===== config.mk =====
export PLATFORM = sky130hd
export DESIGN_NAME = quad_gen
export DESIGN_NICKNAME = d
export VERILOG_FILES = /design/src/rtl/quad_gen_pkg.sv /design/src/rtl/quad_gen_pacer.sv /design/src/rtl/quad_gen.sv
export SDC_FILE = /design/constraint.sdc
export NUM_CORES = 1
export LEC_CHECK = 0
export ABC_AREA = 0
export BUFFER_PORTS_ARGS = -buffer_cell sky130_fd_sc_hd__buf_2
export CELL_PAD_IN_SITES_DETAIL_PLACEMENT = 0
export CELL_PAD_IN_SITES_GLOBAL_PLACEMENT = 1
export CORE_MARGIN = 3
export CORE_UTILIZATION = 35
export DETAILED_ROUTE_END_ITERATION = 8
export GPL_ROUTABILITY_DRIVEN = 0
export PLACE_DENSITY_LB_ADDON = 0.1
export SYNTH_ARGS = -nofsm -noshare
export SYNTH_HDL_FRONTEND = slang
export SYNTH_HIERARCHICAL = 1
export SYNTH_SLANG_ARGS = --single-unit

===== constraint.sdc =====
create_clock -name clk -period 2.8 [get_ports clk]
set_input_delay 0.42 -clock clk [delete_from_list [all_inputs] [get_ports clk]]
set_output_delay 0.42 -clock clk [all_outputs]
set_load 0.01 [all_outputs]

===== src/rtl/quad_gen_pkg.sv =====
// Shared definitions for the quadrature generator: FSM states, the 2-bit
// Gray phase constants and the helpers that step the phase up or down.
package quad_gen_pkg;

  typedef enum logic {
    IDLE = 1'b0,
    RUN  = 1'b1
  } state_e;

  // Phase order when counting up: 00 -> 01 -> 11 -> 10 -> 00
  localparam logic [1:0] PH0 = 2'b00;
  localparam logic [1:0] PH1 = 2'b01;
  localparam logic [1:0] PH2 = 2'b11;
  localparam logic [1:0] PH3 = 2'b10;

  // Advance one quarter-cycle in the counting-up direction
  function automatic logic [1:0] next_phase(input logic [1:0] ab);
    case (ab)
      PH0:     return PH1;
      PH1:     return PH2;
      PH2:     return PH3;
      default: return PH0;
    endcase
  endfunction

  // Step one quarter-cycle in the counting-down direction
  function automatic logic [1:0] prev_phase(input logic [1:0] ab);
    case (ab)
      PH0:     return PH3;
      PH3:     return PH2;
      PH2:     return PH1;
      default: return PH0;
    endcase
  endfunction

endpackage


===== src/rtl/quad_gen_pacer.sv =====
// Edge pacer: while enabled, emits a one-cycle tick every EDGE_DIV clocks.
// The count is held at zero while disabled, so every enable rise starts a
// fresh interval and the first tick lands EDGE_DIV cycles after the rise.
module quad_gen_pacer #(
  parameter int unsigned EDGE_DIV = 4
) (
  input  logic clk,
  input  logic rst,
  input  logic enable_i,
  output logic tick_o
);

  localparam logic [15:0] LAST = 16'(EDGE_DIV - 1);

  logic [15:0] count_q;
  logic [15:0] count_d;

  // Next count: clear while disabled, wrap after the last cycle of an interval
  always_comb begin
    count_d = count_q;
    if (!enable_i) begin
      count_d = '0;
    end else if (count_q == LAST) begin
      count_d = '0;
    end else begin
      count_d = count_q + 16'd1;
    end
  end

  // Count register with synchronous reset
  always_ff @(posedge clk) begin
    if (rst) begin
      count_q <= '0;
    end else begin
      count_q <= count_d;
    end
  end

  assign tick_o = enable_i && (count_q == LAST);

endmodule


===== src/rtl/quad_gen.sv =====
// Quadrature encoder emulator: accepts step commands and emits Gray-coded
// A/B edges at a fixed pace while tracking a wrapping signed position.
// Optional index output enabled by defining QUAD_GEN_INDEX_EN; otherwise
// enc_z is tied low and no index logic exists.
module quad_gen
  import quad_gen_pkg::*;
#(
  parameter int unsigned EDGE_DIV     = 4,
  parameter int unsigned POS_WIDTH    = 16,
  parameter int unsigned INDEX_PERIOD = 256
) (
  input  logic                        clk,
  input  logic                        rst,
  input  logic                        cmd_valid,
  output logic                        cmd_ready,
  input  logic                        cmd_dir,
  input  logic [15:0]                 cmd_steps,
  input  logic                        cmd_abort,
  output logic                        enc_a,
  output logic                        enc_b,
  output logic                        enc_z,
  output logic signed [POS_WIDTH-1:0] position,
  output logic                        busy,
  output logic                        done
);

  state_e               state_q;
  logic                 dir_q;
  logic [15:0]          steps_q;
  logic [1:0]           ab_q;
  logic [POS_WIDTH-1:0] pos_q;
  logic                 done_q;
  logic                 tick;
  logic [1:0]           step_ab;
  logic [POS_WIDTH-1:0] step_pos;

  quad_gen_pacer #(
    .EDGE_DIV(EDGE_DIV)
  ) u_pacer (
    .clk     (clk),
    .rst     (rst),
    .enable_i(state_q == RUN),
    .tick_o  (tick)
  );

  assign step_ab  = dir_q ? next_phase(ab_q) : prev_phase(ab_q);
  assign step_pos = dir_q ? pos_q + POS_WIDTH'(1) : pos_q - POS_WIDTH'(1);

  // Command FSM: accept in IDLE, emit one edge per pacer tick in RUN,
  // leave RUN on the final edge or on abort (an edge on the abort cycle
  // still goes out), pulsing done for one cycle either way
  always_ff @(posedge clk) begin
    if (rst) begin
      state_q <= IDLE;
      dir_q   <= 1'b0;
      steps_q <= '0;
      ab_q    <= PH0;
      pos_q   <= '0;
      done_q  <= 1'b0;
    end else begin
      done_q <= 1'b0;
      case (state_q)
        IDLE: begin
          if (cmd_valid) begin
            if (cmd_steps == 16'd0) begin
              done_q <= 1'b1;
            end else begin
              dir_q   <= cmd_dir;
              steps_q <= cmd_steps;
              state_q <= RUN;
            end
          end
        end
        RUN: begin
          if (tick) begin
            ab_q    <= step_ab;
            pos_q   <= step_pos;
            steps_q <= steps_q - 16'd1;
            if (steps_q == 16'd1) begin
              done_q  <= 1'b1;
              state_q <= IDLE;
            end
          end
          if (cmd_abort) begin
            done_q  <= 1'b1;
            state_q <= IDLE;
          end
        end
        default: state_q <= IDLE;
      endcase
    end
  end

`ifdef QUAD_GEN_INDEX_EN
  localparam logic [POS_WIDTH-1:0] IDX_MASK = POS_WIDTH'(INDEX_PERIOD - 1);

  logic z_q;

  // Index flag recomputed with every emitted edge from the new position/phase
  always_ff @(posedge clk) begin
    if (rst) begin
      z_q <= 1'b0;
    end else if ((state_q == RUN) && tick) begin
      z_q <= ((step_pos & IDX_MASK) == '0) && (step_ab == PH0);
    end
  end

  assign enc_z = z_q;
`else
  assign enc_z = 1'b0;
`endif

  assign enc_a     = ab_q[1];
  assign enc_b     = ab_q[0];
  assign position  = pos_q;
  assign done      = done_q;
  assign busy      = (state_q == RUN);
  assign cmd_ready = (state_q == IDLE);

endmodule


; ---- Word level (Yosys, flattened, before mapping)
; Index checks and enable logic that the tools add are counted.
[totals]
input_bits = 21
wordCells = 48
regBits = 53
out_inout_bits = 22
[op_classes]
n_eq_ne = 8
reduce_logical = 7
addsub = 4
mux = 20
bitwise_logic = 2
[op_table]
columns = cell, count
row1 = $mux 16, 4
row2 = $add 16x1->16 const B, 2
row3 = $pmux 16 s2, 1
row4 = $sub 16x1->16 const B, 2
row5 = $eq 16x1->1 const B, 1
row6 = $eq 16x2->1 const B, 1
row7 = $logic_not 16->1, 1
row8 = $pmux 2 s3, 2
row9 = $mux 1, 10
row10 = $reduce_and 3->1, 2
row11 = $eq 2x2->1 const B, 2
row12 = $ne 2x2->1 const B, 2
row13 = $pmux 1 s2, 2
row14 = $reduce_or 3->1, 1
row15 = $eq 2x1->1 const B, 1
row16 = $logic_not 2->1, 1
row17 = $mux 2, 1
row18 = $ne 2x1->1 const B, 1
row19 = $not 1->1, 2
row20 = $reduce_and 2->1, 1
row21 = $logic_and 1x1->1, 1

; ---- Longest topological paths before layout
; Gate-level depths: netlist (run 1).
[depth]
word_depth = 5
depth_mapped = 10
depth_no_buf = 9

; ---- Cells and area by module
; Netlist (run 1), hierarchy kept.
[modules_own_cells]
columns = mod, seq_area_each_um2, cells_per_inst, area_per_inst_um2, n_inst
row1 = quad_gen, 740.7, 333, 2613.8, 1
row2 = quad_gen_pacer, 320.3, 84, 743.2, 1

; ---- Worst setup path after synthesis (run 1)
; Ideal clock, no wire load.
[synth_timing]
path_kind = register to register
start = register dir_q
end = register pos_q[15], in the netlist position[15]
t_required_ns = 2.679
synth_period_minus_slack_ns = 2.632
path_buffers = 0
setup_ns = 0.121
path_stages_with_launch = 9
path_slack_ns = 0.168
arrival_time_ns = 2.512
path_cell_list = dfxtp_1 inv_1 ha_1 a21o_1 a31oi_1 or3b_2 o2bb2ai_1 mux2i_1 mux2_2
[synth_between]
elab_chain_len = 1
[synth_rtl]
columns = item, line_no
row1 = start: declaration, quad_gen.sv:28  ; logic dir_q;
row2 = start signal: assignment, quad_gen.sv:68  ; dir_q <= cmd_dir;
row3 = $mux 16, quad_gen.sv:47  ; assign step_pos = dir_q ? pos_q + POS_WIDTH'(1) : pos_q - POS_WIDTH'(1);
row4 = end signal: assignment, quad_gen.sv:77  ; pos_q <= step_pos;
row5 = end: declaration, quad_gen.sv:31  ; logic [POS_WIDTH-1:0] pos_q;
; Every way passes these cells.
; A chain may end at the register's enable or synchronous reset.

; ---- Worst setup path in the final report (run 1)
; Same ends and word-level chain as after synthesis.

==> metrics.yaml, run 1 <==
setup_path:
  cp_slowest_stage_delay_ns: 0.48
  slowest_stage: "or3b_2"
  arrival_ns: 2.87
  endpoint_kind: "register"
  cp_num_buf_inv: 2
  crit_type: "reg2reg"
  r2r-start: "dir_q"
  crit_cells: 8
  path_cells: "clkinvlp_4 > buf_2 > ha_1 > a31oi_2 > or3b_2 > o2bb2ai_2 > mux2i_1 > mux2_2"
  path_delay_family: "multiplexers"
  worstPathMaxFanout: 7
  critical_path.startpoint: "dir_q"
  rr_worst_depth: 8
  cp_data_required_time_ns: 3.00
  start_kind: "register"
global_route:
  grt_pass1_wl_um: 14390
  grt_max_degree: 28
  grt_overflow: 0
  grt_use_total: 0.1568
  grt_antenna_before_repair: 0
  grt_pass1_vias: 2929
detailed_routing:
  drt_wl_total_um: 8517
  vias: 3066
  drc: 0
  drtIter0Drc: 104
  firstDrtPassIters: 4
  antenna_left: 0
  vias_per_cell: 5.197
  post_drt_wl_per_cell_um: 14.44
die:
  row_count: 35
  die_h_um: 103.9
  start_util: 0.3616
  core_region_area_mm2: 0.009284
  design.die.area_mm2: 0.01080
  io-pin-count: 43
  die_w_um: 103.9
pwr:
  pwr-share-clk: 0.324
  vdd_drop_max_mv: 0.3009
  p_leak_nw: 1.505
  p_per_area_mw_per_mm2: 414.2
  swShare: 0.2830
  finalPower_mw: 1.603
  p_int_mw: 1.149
  power.share.sequential: 0.499
  power.switching_uw: 453.7
  comb_power_share: 0.177
layout:
  final_util: 0.4168
  fin_cells: 590
  nets: 500
  n_fill_cell: 1007
  area_delta_synth_final_pct: 15.28
  regArea_mm2: 0.001061
  multi_input_area_mm2: 0.002165
  diodes: 0
  fin_area_mm2: 0.003870
  layout-drive-gt1-share: 0.2061
synth:
  synth_ff_type: "dfxtp_1"
  synthesis.nets: 456
  synth_cells: 417
  ys_ff_latch: 53
  yosysSeqAreaShare: 0.3161
  synthArstFlopShare: 0
  synthDistinctLibCells: 62
  post_synth.cell_area_avg_um2: 8.050
  syn-cell-area_mm2: 0.003357
  ys_warn_count: 6
  synth-edff-count: 0
hold_path:
  worstHoldStart: "cmd_dir"
  holdPathStages: 3
  hp-class: "in2reg"
clocking:
  cts_max_path_buffers: 2
  clk_pin_slew_ns: 0.10
  clock_latency_ns: 0.30
  cts_inserted_buffers: 5
  htreeDepth: 2
  clock_sink_count: 53
  cts_root_buffer: "clkbuf_8"
  cts_tree: "done"
sta:
  setup-tns-final_ns: 0
  setup_viol: 0
  setup_slack_ns: 0.1238
  holdWs_ns: 0.3791
  min_period_ns: 2.676
  hold_violations: 0
  tightest_slew_ns: 0.6319
  fmax_ghz: 0.3737
  slew_viol_final: 0
  rsz0062_at_grt: "true"
  relSlewSlack: 0.5752
  post-route-period-util: 0.9558
  clock_skew_ns: 0.003521
place:
  dpl_cell_area_mm2: 0.003715
  port_buffers: 41
  pre_cts_ws_ns: 0.1626
  placed_cells: 581
  dp_hpwl_um: 6252
job:
  drv_cap: 0
run_status:
  outcome: "finished, final reports clean"
-- worst paths after layout --
kind / endpoint / slack, ns
worst min register to register: steps_q[14] / 0.47
worst max-delay path: position[15] / 0.12
worst min-delay path: dir_q / 0.38
worst max register to register: position[15] / 0.12
-- cell type report --
cell class / instances / share of cell area
multi-input combinational: 329 / 0.5593
sequential: 53 / 0.2742
timing repair buffer: 56 / 0.08147
tap: 129 / 0.04171
clock buffer: 5 / 0.01778
inverter: 16 / 0.01649
clock inverter: 2 / 0.009053
-- synth_stat cells (3+ instances only) --
| library cell | number | area [um2] |
|---|---|---|
| nand4_1 | 9 | 56.30 |
| nor2b_1 | 5 | 31.28 |
| o31ai_1 | 4 | 30.03 |
| dfxtp_1 | 53 | 1061 |
| nor3b_1 | 5 | 37.54 |
| nor4_1 | 10 | 62.56 |
| mux2i_1 | 3 | 30.03 |
| nand2_1 | 39 | 146.4 |
| o211ai_1 | 3 | 22.52 |
| or4_1 | 3 | 22.52 |
| clkbuf_1 | 13 | 48.80 |
| or3_1 | 4 | 25.02 |
| nand3_1 | 13 | 65.06 |
| a21o_1 | 5 | 37.54 |
| xnor2_1 | 18 | 157.7 |
| inv_1 | 16 | 60.06 |
| a21oi_2 | 6 | 52.55 |
| o21a_1 | 5 | 37.54 |
| nand3b_1 | 4 | 30.03 |
| o21ai_2 | 3 | 26.28 |
| nor3_1 | 24 | 120.1 |
| nor2_2 | 3 | 18.77 |
| xor2_1 | 5 | 43.79 |
| a211oi_1 | 9 | 67.56 |
| nor2_1 | 45 | 168.9 |
| a21oi_1 | 29 | 145.1 |
| ha_1 | 17 | 212.7 |
| o21ai_0 | 18 | 90.09 |
-- state kept, by name, indices dropped and copies added (netlist names) --
signal and flops:
dir_q 1, ab_q 2, steps_q 16, position 16, busy 1, done 1, u_pacer/count_q 16
-- routing by layer --
metal	GRT usage	vias up	part of all wire
met5	0	-	0
met1	0.2322	1417	0.52
met2	0.2423	48	0.44
met3	0.02607	4	0.030
met4	0.02659	0	0.0049
li1	-	1597	-
-- cells in the final DEF, fill, tap and decap left out, types with 3 or more instances in the layout --
master	synthesis	final
or3_1	4	4
a21o_1	5	5
mux2i_1	3	3
nand4_1	9	9
o21ai_0	18	18
buf_4	1	14
dfxtp_1	53	53
nand2_1	39	39
nor2_1	45	45
buf_2	0	42
nor2_2	3	3
o31ai_1	4	4
nor4_1	10	10
nor3b_1	5	5
inv_1	16	15
nor3_1	24	24
clkbuf_8	0	5
xnor2_1	18	18
o21a_1	5	5
ha_1	17	17
a21oi_1	29	27
nand3b_1	4	4
nor2b_1	5	5
o21ai_2	3	3
or4_1	3	3
o211ai_1	3	3
nand3_1	13	13
xor2_1	5	5
a21oi_2	6	8
a211oi_1	9	9
-- kinds of logic (layout without fill, tap and decap cells) --
kind of cell / count (synthesis) / count (layout) / share of synthesized area
other cells: 1 / 1 / 0.001117
mux: 4 / 4 / 0.01230
simple gates: 180 / 180 / 0.2792
xor+xnor: 23 / 23 / 0.06001
flops: 53 / 53 / 0.3161
buf+inv: 35 / 79 / 0.04957
fa+ha+maj: 18 / 18 / 0.06932
compound gates: 103 / 103 / 0.2125
-- worst min-delay path: stages --
cell,delay (ns)
buf_2,0.10
mux2i_1,0.06
nor2_1,0.07
-- power groups by stage --
stage	clock (mW)	combinational, mW	sequential [mW]
after floorplan	0	0.209	0.813
after global placement	0	0.277	0.817
after detailed placement	0	0.276	0.817
after CTS	0.543	0.278	0.799
after global routing	0.570	0.318	0.804
final	0.520	0.283	0.800
-- timing repair --
| item | CTS | global route |
|---|---|---|
| setup endpoints to repair | 0 | 4 |
| endpoints found under the hold margin | 0 | 0 |
| hold buffers | 0 | 0 |
| buffers inserted | 0 | 2 |
| resized for setup | 0 | 9 |
(Power assumes the default switching activity.)
==> inputs of run 2 (changes only) <==
--- a/config.mk
+++ b/config.mk
@@ -14,6 +14,7 @@
 export DETAILED_ROUTE_END_ITERATION = 8
 export GPL_ROUTABILITY_DRIVEN = 0
 export PLACE_DENSITY_LB_ADDON = 0.1
+export SETUP_SLACK_MARGIN = 0.3
 export SYNTH_ARGS = -nofsm -noshare
 export SYNTH_HDL_FRONTEND = slang
 export SYNTH_HIERARCHICAL = 1
==> constraint.sdc (replaced) <==
create_clock -name clk -period 2.8 [get_ports clk]
set_input_delay 0.28 -clock clk [delete_from_list [all_inputs] [get_ports clk]]
set_output_delay 0.28 -clock clk [all_outputs]
set_load 0.01 [all_outputs]
==> metrics.yaml, run 2 (synthesis gave the netlist of run 1 again) <==
clocking:
  cts_tree: "done"
  htreeDepth: 2
  cts_max_path_buffers: 2
  cts_inserted_buffers: 5
  cts_root_buffer: "clkbuf_8"
  clock_sink_count: 53
  clk_pin_slew_ns: 0.11
  clock_latency_ns: 0.31
  postCtsSetupBuffers: 0
sta:
  rsz0062_at_grt: "false"
  tightest_slew_ns: 0.9491
  fmax_ghz: 0.4203
  setup_viol: 0
  post-route-period-util: 0.8498
  setup-tns-final_ns: 0
  clock_skew_ns: 0.007937
  relSlewSlack: 0.3673
  min_period_ns: 2.379
  hold_violations: 0
  slew_viol_final: 0
pwr:
  finalPower_mw: 1.558
  p_leak_nw: 1.452
  p_per_area_mw_per_mm2: 407.8
  vdd_drop_max_mv: 0.2089
layout:
  layout_common_cells: "dfxtp_1, nor2_1, buf_2, nand2_1, a21oi_1"
  multi_input_area_mm2: 0.002186
  n_fill_cell: 1023
  nets: 491
  final_util: 0.4115
  fin_cells: 582
  layout-drive-gt1-share: 0.2053
  diodes: 0
  area_delta_synth_final_pct: 13.79
  regArea_mm2: 0.001062
  final_common_cell: "dfxtp_1"
die:
  start_util: 0.3616
  die_w_um: 103.9
  die_h_um: 103.9
  io-pin-count: 43
  row_count: 35
  core_region_area_mm2: 0.009284
  design.die.area_mm2: 0.01080
global_route:
  grt_pass1_wl_um: 14030
  grt_max_degree: 49
  grt_antenna_before_repair: 0
  grt_use_total: 0.1558
  grt_pass1_vias: 2763
  grt_overflow: 0
place:
  dp_hpwl_um: 6165
  placed_cells: 574
  port_buffers: 41
detailed_routing:
  drc: 0
  vias: 3062
  antenna_left: 0
  drt_wl_total_um: 8666
  firstDrtPassIters: 4
  post_drt_wl_per_cell_um: 14.89
  drtIter0Drc: 169
  vias_per_cell: 5.261
run_status:
  outcome: "finished, final reports clean"
setup_path:
  arrival_ns: 2.59
  endpoint_kind: "register"
  crit_type: "reg2reg"
  cp_data_required_time_ns: 3.01
  worstPathMaxFanout: 15
  start_kind: "register"
hold_path:
  hp-class: "in2reg"
job:
  drv_cap: 0
run 2: per-stage QoR:
step	hold slack [ns]	setup WS, ns	cell area [um2]
6_report	0.2036	0.4206	3820
5_1_grt	0.2479	0.3104	3820
4_1_cts	0.1974	0.3264	3761
3_5_place_dp	0.4661	0.2497	3664
3_3_place_gp	0.4573	0.2731	3664
2_1_floorplan	0.4238	0.3563	3358
run 2: report_power, final:
part	internal, mW	total, mW	switching [mW]	leakage, nW
logic	0.109	0.277	0.168	0.979
clock network	0.183	0.477	0.294	0.0423
registers	0.776	0.803	0.0274	0.431
total	1.07	1.56	0.490	1.45
run 2: area by class of cell:
class,instances,share of cell area
clock buffers,5,0.01802
clock inverters,3,0.006878
inverters,16,0.01703
multi-input cells,329,0.5722
flip-flops and latches,53,0.2781
well taps,129,0.04225
repair buffers,47,0.06551
run 2: layer usage:
metal  vias to the layer above  GRT usage  part of all wire
met1                      1421     0.2285              0.51
met5                         -          0                 0
met4                         0    0.03039            0.0068
li1                       1583          -                 -
met2                        53     0.2419              0.45
met3                         5    0.02545             0.033
run 2: path summary, 6_finish.rpt:
path                     from  depth (start not counted)  slack, ns      endpoint
setup / recovery        dir_q                          8       0.42  position[15]
hold / removal        cmd_dir                          3       0.20         dir_q
setup reg to reg        dir_q                          8       0.42  position[15]
hold reg to reg   steps_q[14]                          2       0.49   steps_q[14]
run 2: critical path, stage by stage (launching register included):
cell       delay, ns
dfxtp_2         0.38
inv_6           0.08
ha_1            0.29
a21o_1          0.16
a31oi_1         0.19
or3b_2          0.45
o2bb2ai_1       0.17
mux2i_1         0.21
mux2_2          0.34
run 2: what timing repair did:
action | CTS | global route
cloned | 0 | 0
setup endpoints to repair | 3 | 22
gates resized for setup | 1 | 14
pin swaps | 0 | 1
hold buffers | 0 | 0
